`config.mk`:
```
export PLATFORM = sky130hd
export DESIGN_NAME = sa_ofmap_drain
export DESIGN_NICKNAME = d
export VERILOG_FILES = /design/src/rtl/sa_pkg.sv /design/src/rtl/sa_ofmap_drain.sv
export SDC_FILE = /design/constraint.sdc
export NUM_CORES = 1
export LEC_CHECK = 0
export BUFFER_PORTS_ARGS = -buffer_cell sky130_fd_sc_hd__buf_4
export CELL_PAD_IN_SITES_DETAIL_PLACEMENT = 0
export CELL_PAD_IN_SITES_GLOBAL_PLACEMENT = 1
export CORE_ASPECT_RATIO = 1.2
export CORE_MARGIN = 5
export CORE_UTILIZATION = 37
export DETAILED_ROUTE_END_ITERATION = 16
export PLACE_DENSITY = 0.94
export SETUP_SLACK_MARGIN = 0.4
export SLEW_MARGIN = 20
export SYNTH_ARGS = -nofsm -noshare
export SYNTH_HDL_FRONTEND = slang
export SYNTH_SLANG_ARGS = --single-unit
```
`constraint.sdc`:
```
create_clock -name i_clk -period 3.9 [get_ports i_clk]
set_input_delay 0.39 -clock i_clk [delete_from_list [all_inputs] [get_ports i_clk]]
set_output_delay 0.39 -clock i_clk [all_outputs]
set_load 0.01 [all_outputs]
```
`src/rtl/sa_pkg.sv`:
```
// Shared types for the systolic-array support blocks: drain FSM state and psum word type.
package sa_pkg;

    parameter int unsigned PSUM_DW_DEFAULT = 8;

    typedef logic [PSUM_DW_DEFAULT*2-1:0] psum_t;

    typedef enum logic [2:0] {
        StIdle,
        StRead,
        StWrite,
        StShift,
        StDone
    } drain_state_t;

endpackage

```
`src/rtl/sa_ofmap_drain.sv`:
```
// Unloads a finished tile from the systolic array one column at a time and writes each
// column word to the ofmap buffer over a valid/ready port.
module sa_ofmap_drain
    import sa_pkg::*;
#(
    parameter int unsigned DATA_WIDTH = 8,
    parameter int unsigned S_WIDTH    = 2,
    parameter int unsigned S_HEIGHT   = 2,
    parameter int unsigned ADDR_WIDTH = 16
) (
    input  logic                                   i_clk,
    input  logic                                   i_rst,
    input  logic                                   i_start,
    input  logic [ADDR_WIDTH-1:0]                  i_base_addr,
    output logic                                   o_busy,
    output logic                                   o_done,
    output logic                                   o_psum_out_en,
    input  logic [0:S_HEIGHT-1][DATA_WIDTH*2-1:0]  i_ofmap,
    output logic                                   o_wr_valid,
    input  logic                                   i_wr_ready,
    output logic [ADDR_WIDTH-1:0]                  o_wr_addr,
    output logic [0:S_HEIGHT-1][DATA_WIDTH*2-1:0]  o_wr_data
);

    localparam int unsigned ColWidth  = (S_WIDTH > 1) ? $clog2(S_WIDTH) : 1;
    localparam int unsigned PsumWidth = DATA_WIDTH * 2;
    localparam logic [ColWidth-1:0] LastCol = ColWidth'(S_WIDTH - 1);

    drain_state_t state_q, state_d;
    logic [ColWidth-1:0]                  col_q, col_d;
    logic [ADDR_WIDTH-1:0]                base_q, base_d;
    logic [ADDR_WIDTH-1:0]                addr_q, addr_d;
    logic [0:S_HEIGHT-1][PsumWidth-1:0]   data_q, data_d;

    always_ff @(posedge i_clk) begin
        if (i_rst) begin
            state_q <= StIdle;
            col_q   <= '0;
            base_q  <= '0;
            addr_q  <= '0;
            data_q  <= '0;
        end else begin
            state_q <= state_d;
            col_q   <= col_d;
            base_q  <= base_d;
            addr_q  <= addr_d;
            data_q  <= data_d;
        end
    end

    always_comb begin
        state_d = state_q;
        unique case (state_q)
            StIdle:  if (i_start) state_d = StRead;
            StRead:  state_d = StWrite;
            StWrite: begin
                if (i_wr_ready) state_d = (col_q == LastCol) ? StDone : StShift;
            end
            StShift: state_d = StRead;
            StDone:  state_d = StIdle;
            default: state_d = StIdle;
        endcase
    end

    // Column counter, address adder and capture register; address wraps modulo 2^ADDR_WIDTH.
    always_comb begin
        col_d  = col_q;
        base_d = base_q;
        addr_d = addr_q;
        data_d = data_q;
        unique case (state_q)
            StIdle: begin
                if (i_start) begin
                    base_d = i_base_addr;
                    col_d  = '0;
                end
            end
            StRead: begin
                addr_d = base_q + ADDR_WIDTH'(col_q);
                data_d = i_ofmap;
            end
            StShift: col_d = col_q + ColWidth'(1);
            default: ;
        endcase
    end

    always_comb begin
        o_busy        = (state_q != StIdle);
        o_done        = (state_q == StDone);
        o_psum_out_en = (state_q == StShift);
        o_wr_valid    = (state_q == StWrite);
        o_wr_addr     = addr_q;
        o_wr_data     = data_q;
    end

endmodule
```
==> reports/metrics.yaml, run 1 <==
grt_pass1_wl_mm: 10.7
syn_area_per_cell_um2: 8.16
finClkSkew_ns: 0.00701
grt_start_max_net_pins: 69
antenna_found_initial: 0
drive_gt1_share_pct: 30.8
fin_setup_tns_ns: 0
slowest_delay_ns: 0.56
yosysUniqueCellTypes: 33
syn_nets: 388
clock_latency_ns: 0.34
placement.io_buffers: 103
cts_root_buffer: "clkbuf_8"
placed_cell_area_mm2: 0.00351
synth_cells: 334
drc: 0
final_common_cell: "nand2_1"
core-area_mm2: 0.00723
worstSetupStartpointType: "flop"
cts_tree: "built"
hpwlAfterDp_mm: 5.00
critPathCaptureType: "flop"
path_cells: "nand2b_1, nor2_4, buf_4, nor2_1, a311oi_1"
grt_usage_pct: 14.7
die_h_um: 104
slew_headroom_pct: 50.9
yosysWarnings: 0
grt-ovfl-total: 0
finalHoldViolations: 0
arrival_ns: 2.31
cts-buffers-inserted: 9
fmax_ghz: 0.487
via_per_inst: 4.75
ctsHoldBuffers: 0
fp.dieW_um: 88.3
setup_viol: 0
final_area_mm2: 0.00376
cap_viol_max_count: 0
cts_max_path_buffers: 2
clk_pin_slew_ns: 0.07
cts.sinks: 68
synth-seq-cells: 68
antenna_cells: 0
worst_path_max_delay_cell: "nor2_4"
nets: 478
gp_congestion: 0.729
cts_resized: 0
ir_drop_v: 0.000208
drtPass1Iterations: 4
seq_area_frac_synth_pct: 50.0
cts_htree_levels: 3
slew_viol_final: 0
initial_core_util_pct: 37.7
area_growth_syn_to_layout_pct: 38.1
crit_type: "flop to flop"
fin_crit_sh_pct: 52.7
fin_crit_ns: 2.06
ios: 104
worstMarginPinSlew_ns: 0.734
mostFrequentLayoutCells: "nand2_1 (105), buf_4 (104), dfxtp_1 (68)"
hold_class: "primary input to flop"
grt_pass1_vias: 2249
p_leak_nw: 1.54
power_density_mw_per_mm2: 466
post_cts_buffers: 0
run_status: "finished, final reports clean"
die-area_mm2: 0.00919
dr_total_vias: 2463
antenna_left: 0
routed_wl_mm: 6.75
drt_iter0_drc: 137
syn_area_mm2: 0.00273
rsz0062_at_grt: "no"
critPathMaxFanout: 33
required_ns: 4.15
rows: 34
wl_per_cell_um: 13.0
## Yosys cell counts (all sizes together)
cell type    n  area share, %
nand2b       1           0.23
nor2b        1           0.23
nor2        15            2.2
a21oi       51            9.4
o21ai        3           0.55
dfxtp       68             50
xnor2        7            2.2
nor3b        3           0.83
or4b         1           0.37
clkbuf      12            1.7
or4          1           0.41
xor2         5            1.6
nand3        5           0.92
a311oi       2           0.64
or3b         1           0.32
ha           2           0.92
nand3b       1           0.28
and4         1           0.37
or3          4           0.96
a211oi      14            4.0
inv          4           0.55
buf         13            2.4
nor4         3           0.69
nor3         2           0.37
nand2      105             14
nor4b        1           0.87
nand4        5            1.9
or2          3           0.69
## kinds of logic after synthesis
family / Yosys count / share of synthesized area [%]
AOI/OAI and AO/OA: 70 / 14.6
buffers and inverters: 29 / 4.59
xor gates and xnor gates: 12 / 3.86
adders and majority gates: 2 / 0.918
and+or+nand+nor: 153 / 26.1
DFF: 68 / 50.0
## worst paths after layout
check / startpoint / endpoint / slack, ns / depth (start not counted)
worst max-delay path: state_q[0] / o_wr_addr[6] / 1.84 / 5
worst min-delay path: i_base_addr[6] / base_q[6] / 0.30 / 3
worst max register to register: state_q[0] / o_wr_addr[6] / 1.84 / 5
worst min register to register: o_wr_data[3] / o_wr_data[3] / 0.45 / 2
## cell type report
class,instances,area (um2)
Sequential cell,68,1360
Tap cell,90,113
Inverter,4,15.0
Clock inverter,6,111
Multi-Input combinational cell,237,1240
Timing Repair Buffer,104,781
Fill cell,725,3470
Clock buffer,10,138
## flip-flops by register name (all words and copies together), names as in the netlist
name and cells:
o_wr_data 32, base_q 16, state_q 3, col_q 1, o_wr_addr 16
## metrics by stage
step                      setup WS [ns]  util [%]  std cells  power, mW  hold slack (ns)
after floorplan                    2.28         -        334      0.943            0.440
after global placement             1.91      48.6        503       1.06            0.443
after detailed placement           1.83      48.6        503       1.07            0.450
after CTS                          1.82      52.0        519       1.78            0.279
after global routing               1.62      52.0        519       1.84            0.276
final                              1.84      52.0        519       1.75            0.299
## worst max-delay path: cells and delay by family (launching register included)
family | cells | cell delay, ns
flops | 1 | 0.51
compound gates | 1 | 0.24
simple gates | 3 | 0.80
buf+inv | 1 | 0.40
## metal layers
metal / GRT usage (%) / share of wire (%)
met5: 0 / 0
met1: 18.4 / 43
met3: 3.57 / 6.8
met4: 6.91 / 2.1
met2: 23.3 / 48
## power by group
| part | total, mW | switching, mW | internal, mW |
|---|---|---|---|
| registers | 0.788 | 0.0418 | 0.746 |
| clock network | 0.702 | 0.260 | 0.442 |
| logic | 0.262 | 0.134 | 0.128 |
| total | 1.75 | 0.435 | 1.32 |
(Power assumes the default switching activity.)
==> inputs of run 2 (changes only) <==
--- a/config.mk
+++ b/config.mk
@@ -5,14 +5,15 @@
 export SDC_FILE = /design/constraint.sdc
 export NUM_CORES = 1
 export LEC_CHECK = 0
+export ABC_AREA = 1
 export BUFFER_PORTS_ARGS = -buffer_cell sky130_fd_sc_hd__buf_4
 export CELL_PAD_IN_SITES_DETAIL_PLACEMENT = 0
 export CELL_PAD_IN_SITES_GLOBAL_PLACEMENT = 1
 export CORE_ASPECT_RATIO = 1.2
 export CORE_MARGIN = 5
-export CORE_UTILIZATION = 37
+export CORE_UTILIZATION = 34
 export DETAILED_ROUTE_END_ITERATION = 16
-export PLACE_DENSITY = 0.94
+export PLACE_DENSITY = 0.89
 export SETUP_SLACK_MARGIN = 0.4
 export SLEW_MARGIN = 20
 export SYNTH_ARGS = -nofsm -noshare
==> constraint.sdc (replaced) <==
create_clock -name i_clk -period 2.1 [get_ports i_clk]
set_input_delay 0.21 -clock i_clk [delete_from_list [all_inputs] [get_ports i_clk]]
set_output_delay 0.21 -clock i_clk [all_outputs]
set_load 0.01 [all_outputs]
==> run 2 against run 1 <==
  * Area after synthesis grew 1.8%
  * Critical path type unchanged
  * Via count grew 9.2%
  * Largest power group unchanged
  * Highest routed layer unchanged
  * Non-clock buffer count grew 3
==> reports/metrics.yaml, run 2 <==
run_status: "finished, final reports clean"
syn_nets: 428  # +10%
drt_iter0_drc: 70  # -49%
worstMarginPinSlew_ns: 0.761  # +0.0270 ns
ir_drop_v: 0.000440  # +110%
critPathCaptureType: "flop"
mostFrequentLayoutCells: "buf_4 (107), nand2_1 (103), dfxtp_1 (67)"
antenna_found_initial: 0  # unchanged
dr_total_vias: 2690  # +9.2%
yosysMostFrequentCell: "nand2_1"
setup_viol: 0  # unchanged
placement.io_buffers: 103  # unchanged
core-area_mm2: 0.00806  # +11%
grt_most_used_layer: "met2"
finClkSkew_ns: 0.00812  # +0.00110 ns
grt_start_max_net_pins: 41  # -41%
wl_per_cell_um: 12.5  # -3.5%
power_density_mw_per_mm2: 987  # +110%
clk_pin_slew_ns: 0.07  # about the same
fmax_ghz: 0.663  # +36%
p_total_mw: 3.73  # +110%
netlist.area_leader.share_pct: 49.1  # -0.88 points
synth_cells: 374  # +12%
synth.area.top_cells: "dfxtp_1 (49%), nand2_1 (14%), a21oi_1 (10%)"
synth_top_area_cell: "dfxtp_1"
die-area_mm2: 0.0101  # +9.6%
instances_no_fill: 571  # +10%
gp_congestion: 0.837  # +15%
fin_util_pct: 46.8  # -5.2 points
dp.cells: 556  # +11%
fin_crit_sh_pct: 71.8  # +19 points
fillCellCount: 826  # +14%
ctsHoldBuffers: 0  # unchanged
cts_root_buffer: "clkbuf_8"
crit_type: "flop to flop"
fin_crit_ns: 1.51  # -0.546 ns
fin_ws_ns: 0.591  # -1.25 ns
critPathMaxFanout: 5  # -85%
die_h_um: 109  # +4.7%
final_common_cell: "buf_4"
grt_use_met3_pct: 5.66  # +2.1 points
cts-buffers-inserted: 9  # unchanged
nets: 526  # +10%
antenna_left: 0  # unchanged
grt-ovfl-total: 0  # unchanged
drc: 0  # unchanged
fin_setup_tns_ns: 0  # unchanged
yosysWarnings: 0  # unchanged
seq_area_frac_synth_pct: 49.1  # -0.88 points
initial_core_util_pct: 34.4  # -3.3 points
synth_ff_type: "dfxtp_1"
cts_tree: "built"
routed_wl_mm: 7.16  # +6.1%
synthArstFlopShare_pct: 0  # unchanged
drtPass1Iterations: 4  # unchanged
grt_pass1_wl_mm: 11.5  # +7.9%
grt_util_met1_pct: 16.1  # -2.3 points
drive_gt1_share_pct: 27.1  # -3.7 points
synth-seq-cells: 68  # unchanged
yosysUniqueCellTypes: 24  # -27%
clock_latency_ns: 0.33  # about the same
area_growth_syn_to_layout_pct: 36.2
grtUsageMet2_pct: 25.1  # +1.8 points
yosys-top-cells-count: "nand2_1 (103), dfxtp_1 (68), a21oi_1 (56), inv_1 (36), o21ai_0 (28)"
rsz0062_at_grt: "no"
worstSetupStartpointType: "flop"
grt_usage_pct: 14.5  # -0.19 points
synth_edf_count: 0  # unchanged
antenna_cells: 0  # unchanged
syn_area_mm2: 0.00277  # +1.8%
fp.dieW_um: 92.5  # +4.7%
grt_pass1_vias: 2485  # +10%
slew_viol_final: 0  # unchanged
slew_headroom_pct: 49.2  # -1.6 points
via_per_inst: 4.71  # -0.73%
cts.sinks: 68  # unchanged
cap_viol_max_count: 0  # unchanged
dp_slack_ns: 0.500  # -1.33 ns
ios: 104  # unchanged
required_ns: 2.33  # -1.82 ns
hpwlAfterDp_mm: 5.23  # +4.7%
rows: 36  # +5.9%
p_leak_nw: 1.71  # +11%
hold_class: "primary input to flop"
finalHoldViolations: 0  # unchanged
cts_max_path_buffers: 2  # unchanged
cts_htree_levels: 3  # unchanged
syn_area_per_cell_um2: 7.42  # -9.1%
largest_register_ffs: 32  # unchanged
arrival_ns: 1.74  # -0.57 ns
==> run 2: logic make-up after synthesis <==
| family | Yosys count | share of synthesized area, % |
|---|---|---|
| adder cells (fa/ha/maj) | 2 | 0.902 |
| buffers and inverters | 58 | 8.62 |
| AO/OA/AOI/OAI | 97 | 18.6 |
| flip-flops | 68 | 49.1 |
| AND/OR/NAND/NOR | 143 | 20.9 |
| XOR/XNOR | 6 | 1.89 |
==> run 2: report_power, final <==
group | switching, mW | internal, mW
Sequential | 0.153 | 1.52
Combinational | 0.613 | 0.505
Clock | 0.449 | 0.484
Total | 1.21 | 2.51
==> run 2: repair_timing <==
item | in CTS | in global routing
gates resized for setup | 0 | 4
buffers inserted | 0 | 0
setup endpoints to repair | 0 | 5
==> run 2: cell type report <==
type | instances | area, um2 | share of cell area, %
sequential | 68 | 1360 | 36.1
multi-input combinational | 248 | 1180 | 31.3
timing repair buffer | 107 | 803 | 21.3
clock buffer | 13 | 159 | 4.21
inverter | 38 | 143 | 3.78
tap | 95 | 119 | 3.15
clock inverter | 2 | 10.0 | 0.265
==> run 2: path summary, 6_finish.rpt <==
path,endpoint,cells after the start,slack [ns],startpoint
worst max-delay path,o_wr_addr[14],9,0.59,col_q
worst min-delay path,o_wr_data[21],3,0.13,i_ofmap[21]
worst max register to register,o_wr_addr[14],9,0.59,col_q
worst min register to register,base_q[0],2,0.46,base_q[0]
==> run 2: layer usage <==
metal,vias up,share of wire [%]
met2,74,50
met4,0,1.5
met3,10,7.9
li1,1397,-
met5,-,0
met1,1209,41
==> run 2: through the flow <==
stage / area, um2 / hold WS (ns)
floorplan: 2770 / 0.353
global placement: 3600 / 0.443
detailed placement: 3600 / 0.447
CTS: 3770 / 0.106
global route: 3780 / 0.109
finish: 3780 / 0.131
==> run 2: worst max-delay path, cell delays in order (launching register included) <==
cell and delay (ns):
dfxtp_2 0.37, ha_2 0.20, ha_2 0.18, nand3_1 0.12, nor2_1 0.21, nand3_1 0.10
nand2_1 0.07, nand3_1 0.07, nand2_1 0.06, inv_1 0.03
==> inputs of run 3 (changes only) <==
==> constraint.sdc (replaced) <==
create_clock -name i_clk -period 1.6 [get_ports i_clk]
set_input_delay 0.16 -clock i_clk [delete_from_list [all_inputs] [get_ports i_clk]]
set_output_delay 0.16 -clock i_clk [all_outputs]
set_load 0.01 [all_outputs]
==> run 3 against run 2 <==
  * Count of clock-buffer cells in the layout down 1
  * Fmax up 9.0%
  * First-iteration DRC count is 14% lower
  * Register-to-register slack got worse by 0.37 ns
  * Worst hold slack got worse by 0.070 ns
  * Clock skew decreased by 0.0013 ns
  * Via count up 6.3%
  * Worst setup slack got worse by 0.37 ns
  * Final cell count grew 4.0%
  * Wire length is 17% higher
  * Largest cell class is now multi-input combinational cells
  * Largest power group unchanged
==> reports/metrics.yaml, run 3 (synthesis results as in run 2) <==
seq_power_share_pct: 36.7  # -8.3 points
arrival_ns: 1.63  # -0.11 ns
p_leak_nw: 1.99  # +16%
clk_pin_slew_ns: 0.07  # about the same
dr_total_vias: 2859  # +6.3%
cts_htree_levels: 3  # unchanged
power_density_mw_per_mm2: 1380  # +40%
ctsHoldBuffers: 0  # unchanged
via_per_inst: 4.81  # +2.2%
grt_usage_pct: 15.8  # +1.3 points
finalHoldViolations: 0  # unchanged
worstMarginPinSlew_ns: 0.446  # -0.315 ns
grt_pass1_vias: 2740  # +10%
final_common_cell: "buf_4"
cts_max_path_buffers: 2  # unchanged
instances_no_fill: 594  # +4.0%
ios: 104  # unchanged
nets: 548  # +4.2%
dp_slack_ns: 0.219  # -0.281 ns
dp.cells: 561  # +0.90%
die_h_um: 109  # unchanged
required_ns: 1.84  # -0.49 ns
cap_viol_max_count: 0  # unchanged
power_switching_mw: 1.92  # +58%
hold_class: "primary input to flop"
grt_start_max_net_pins: 39  # -4.9%
cts_root_buffer: "clkbuf_8"
fin_setup_tns_ns: 0  # unchanged
cts-buffers-inserted: 9  # unchanged
antenna_left: 0  # unchanged
antenna_found_initial: 0  # unchanged
p_int_mw: 4.18  # +66%
critPathMaxFanout: 3  # -2
cts.sinks: 68  # unchanged
rows: 36  # unchanged
wl_per_cell_um: 14.1  # +13%
p_comb_share_pct: 34.2  # +4.2 points
core-area_mm2: 0.00806  # unchanged
path_cells: "ha_4, ha_4, nand2_4, nor2_4, nand2_4, xor2_1, o21bai_1, inv_1"
run_status: "finished, final reports clean"
worstSetupStartpointType: "flop"
final_area_mm2: 0.00442  # +17%
clock_latency_ns: 0.35  # +0.02 ns
setup_viol: 0  # unchanged
fin_crit_sh_pct: 86.5  # +15 points
area_growth_syn_to_layout_pct: 59.5
drc: 0  # unchanged
fp.dieW_um: 92.5  # unchanged
drtPass1Iterations: 4  # unchanged
ir_drop_v: 0.000728  # +66%
grt_pass1_wl_mm: 12.6  # +9.6%
drive_gt1_share_pct: 40.3  # +13 points
hpwlAfterDp_mm: 5.40  # +3.3%
crit_type: "flop to flop"
initial_core_util_pct: 34.4  # unchanged
slew_headroom_pct: 70.3  # +21 points
clock_power_share_pct: 29.0  # +4.0 points
largest_register_ffs: 32  # unchanged
grt-ovfl-total: 0  # unchanged
critPathCaptureType: "flop"
worst_path_dominant_cell_family: "flip-flops"
swShare_pct: 31.4  # -1.1 points
slowest_delay_ns: 0.36  # about the same
fin_ws_ns: 0.216  # -0.375 ns
fillCellCount: 754  # -8.7%
drt_iter0_drc: 60  # -14%
slew_viol_final: 0  # unchanged
path_buf_inv: 1  # unchanged
placement.io_buffers: 103  # unchanged
worst_path_max_delay_cell: "dfxtp_4"
rsz0062_at_grt: "yes"
mostFrequentLayoutCells: "buf_4 (114), nand2_1 (93), dfxtp_1 (58)"
antenna_cells: 0  # unchanged
fmax_ghz: 0.723  # +9.0%
routed_wl_mm: 8.40  # +17%
gp_congestion: 0.815  # -2.5%
fin_crit_ns: 1.38  # -0.125 ns
die-area_mm2: 0.0101  # unchanged
placed_cell_area_mm2: 0.00368  # +2.4%
cts_tree: "built"
finClkSkew_ns: 0.00678  # -0.00134 ns
==> run 3: routing by layer <==
metal	part of all wire (%)	vias up	global-route usage, %
met1	39	1326	17.5
met4	1.7	0	6.79
met3	7.5	13	6.35
met2	52	76	26.7
li1	-	1444	-
met5	0	-	0
==> run 3: what timing repair did <==
| item | in CTS | in global routing |
|---|---|---|
| setup buffers | 7 | 7 |
| cloned | 0 | 3 |
| gates resized for setup | 43 | 65 |
| endpoints found under the hold margin | 0 | 0 |
| pin swaps | 9 | 16 |
| endpoints found under the setup margin | 25 | 65 |
==> run 3: layout make-up <==
| class | count | area (um2) | share of cell area [%] |
|---|---|---|---|
| clock buffers | 12 | 155 | 3.51 |
| clock inverters | 4 | 95.1 | 2.15 |
| inverters | 38 | 158 | 3.56 |
| multi-input cells | 248 | 1410 | 31.8 |
| flip-flops and latches | 68 | 1380 | 31.3 |
| well taps | 95 | 119 | 2.69 |
| repair buffers | 129 | 1100 | 25.0 |
==> run 3: worst reg2reg max path: cells and delay by family (launching register included) <==
| family | cells | cell delay [ns] |
|---|---|---|
| DFF | 1 | 0.36 |
| and+or+nand+nor | 3 | 0.30 |
| adders and majority gates | 2 | 0.29 |
| xor gates and xnor gates | 1 | 0.15 |
| AOI/OAI and AO/OA | 1 | 0.14 |
| buffers and inverters | 1 | 0.05 |
==> run 3: path summary, 6_finish.rpt <==
kind,slack (ns),depth (start not counted),endpoint,startpoint
max,0.22,8,o_wr_addr[8],col_q
min,0.06,3,o_wr_data[11],i_ofmap[11]
min reg2reg,0.47,2,o_wr_data[15],o_wr_data[15]
max reg2reg,0.22,8,o_wr_addr[8],col_q
==> run 3: power groups by stage <==
stage | sequential, mW | clock (mW) | combinational (mW)
finish | 2.24 | 1.77 | 2.09
floorplan | 2.31 | 0 | 0.789
detailed placement | 2.24 | 0 | 1.57
global placement | 2.24 | 0 | 1.54
global route | 2.28 | 1.87 | 2.28
CTS | 2.23 | 1.81 | 1.67
==> run 3: stage by stage <==
step | hold slack, ns | power, mW | utilization, %
after floorplan | 0.303 | 3.10 | -
after CTS | 0.0438 | 5.71 | 50.6
after detailed placement | 0.419 | 3.81 | 45.7
after global routing | 0.0555 | 6.43 | 54.9
after global placement | 0.413 | 3.78 | 45.7
final | 0.0604 | 6.10 | 54.9
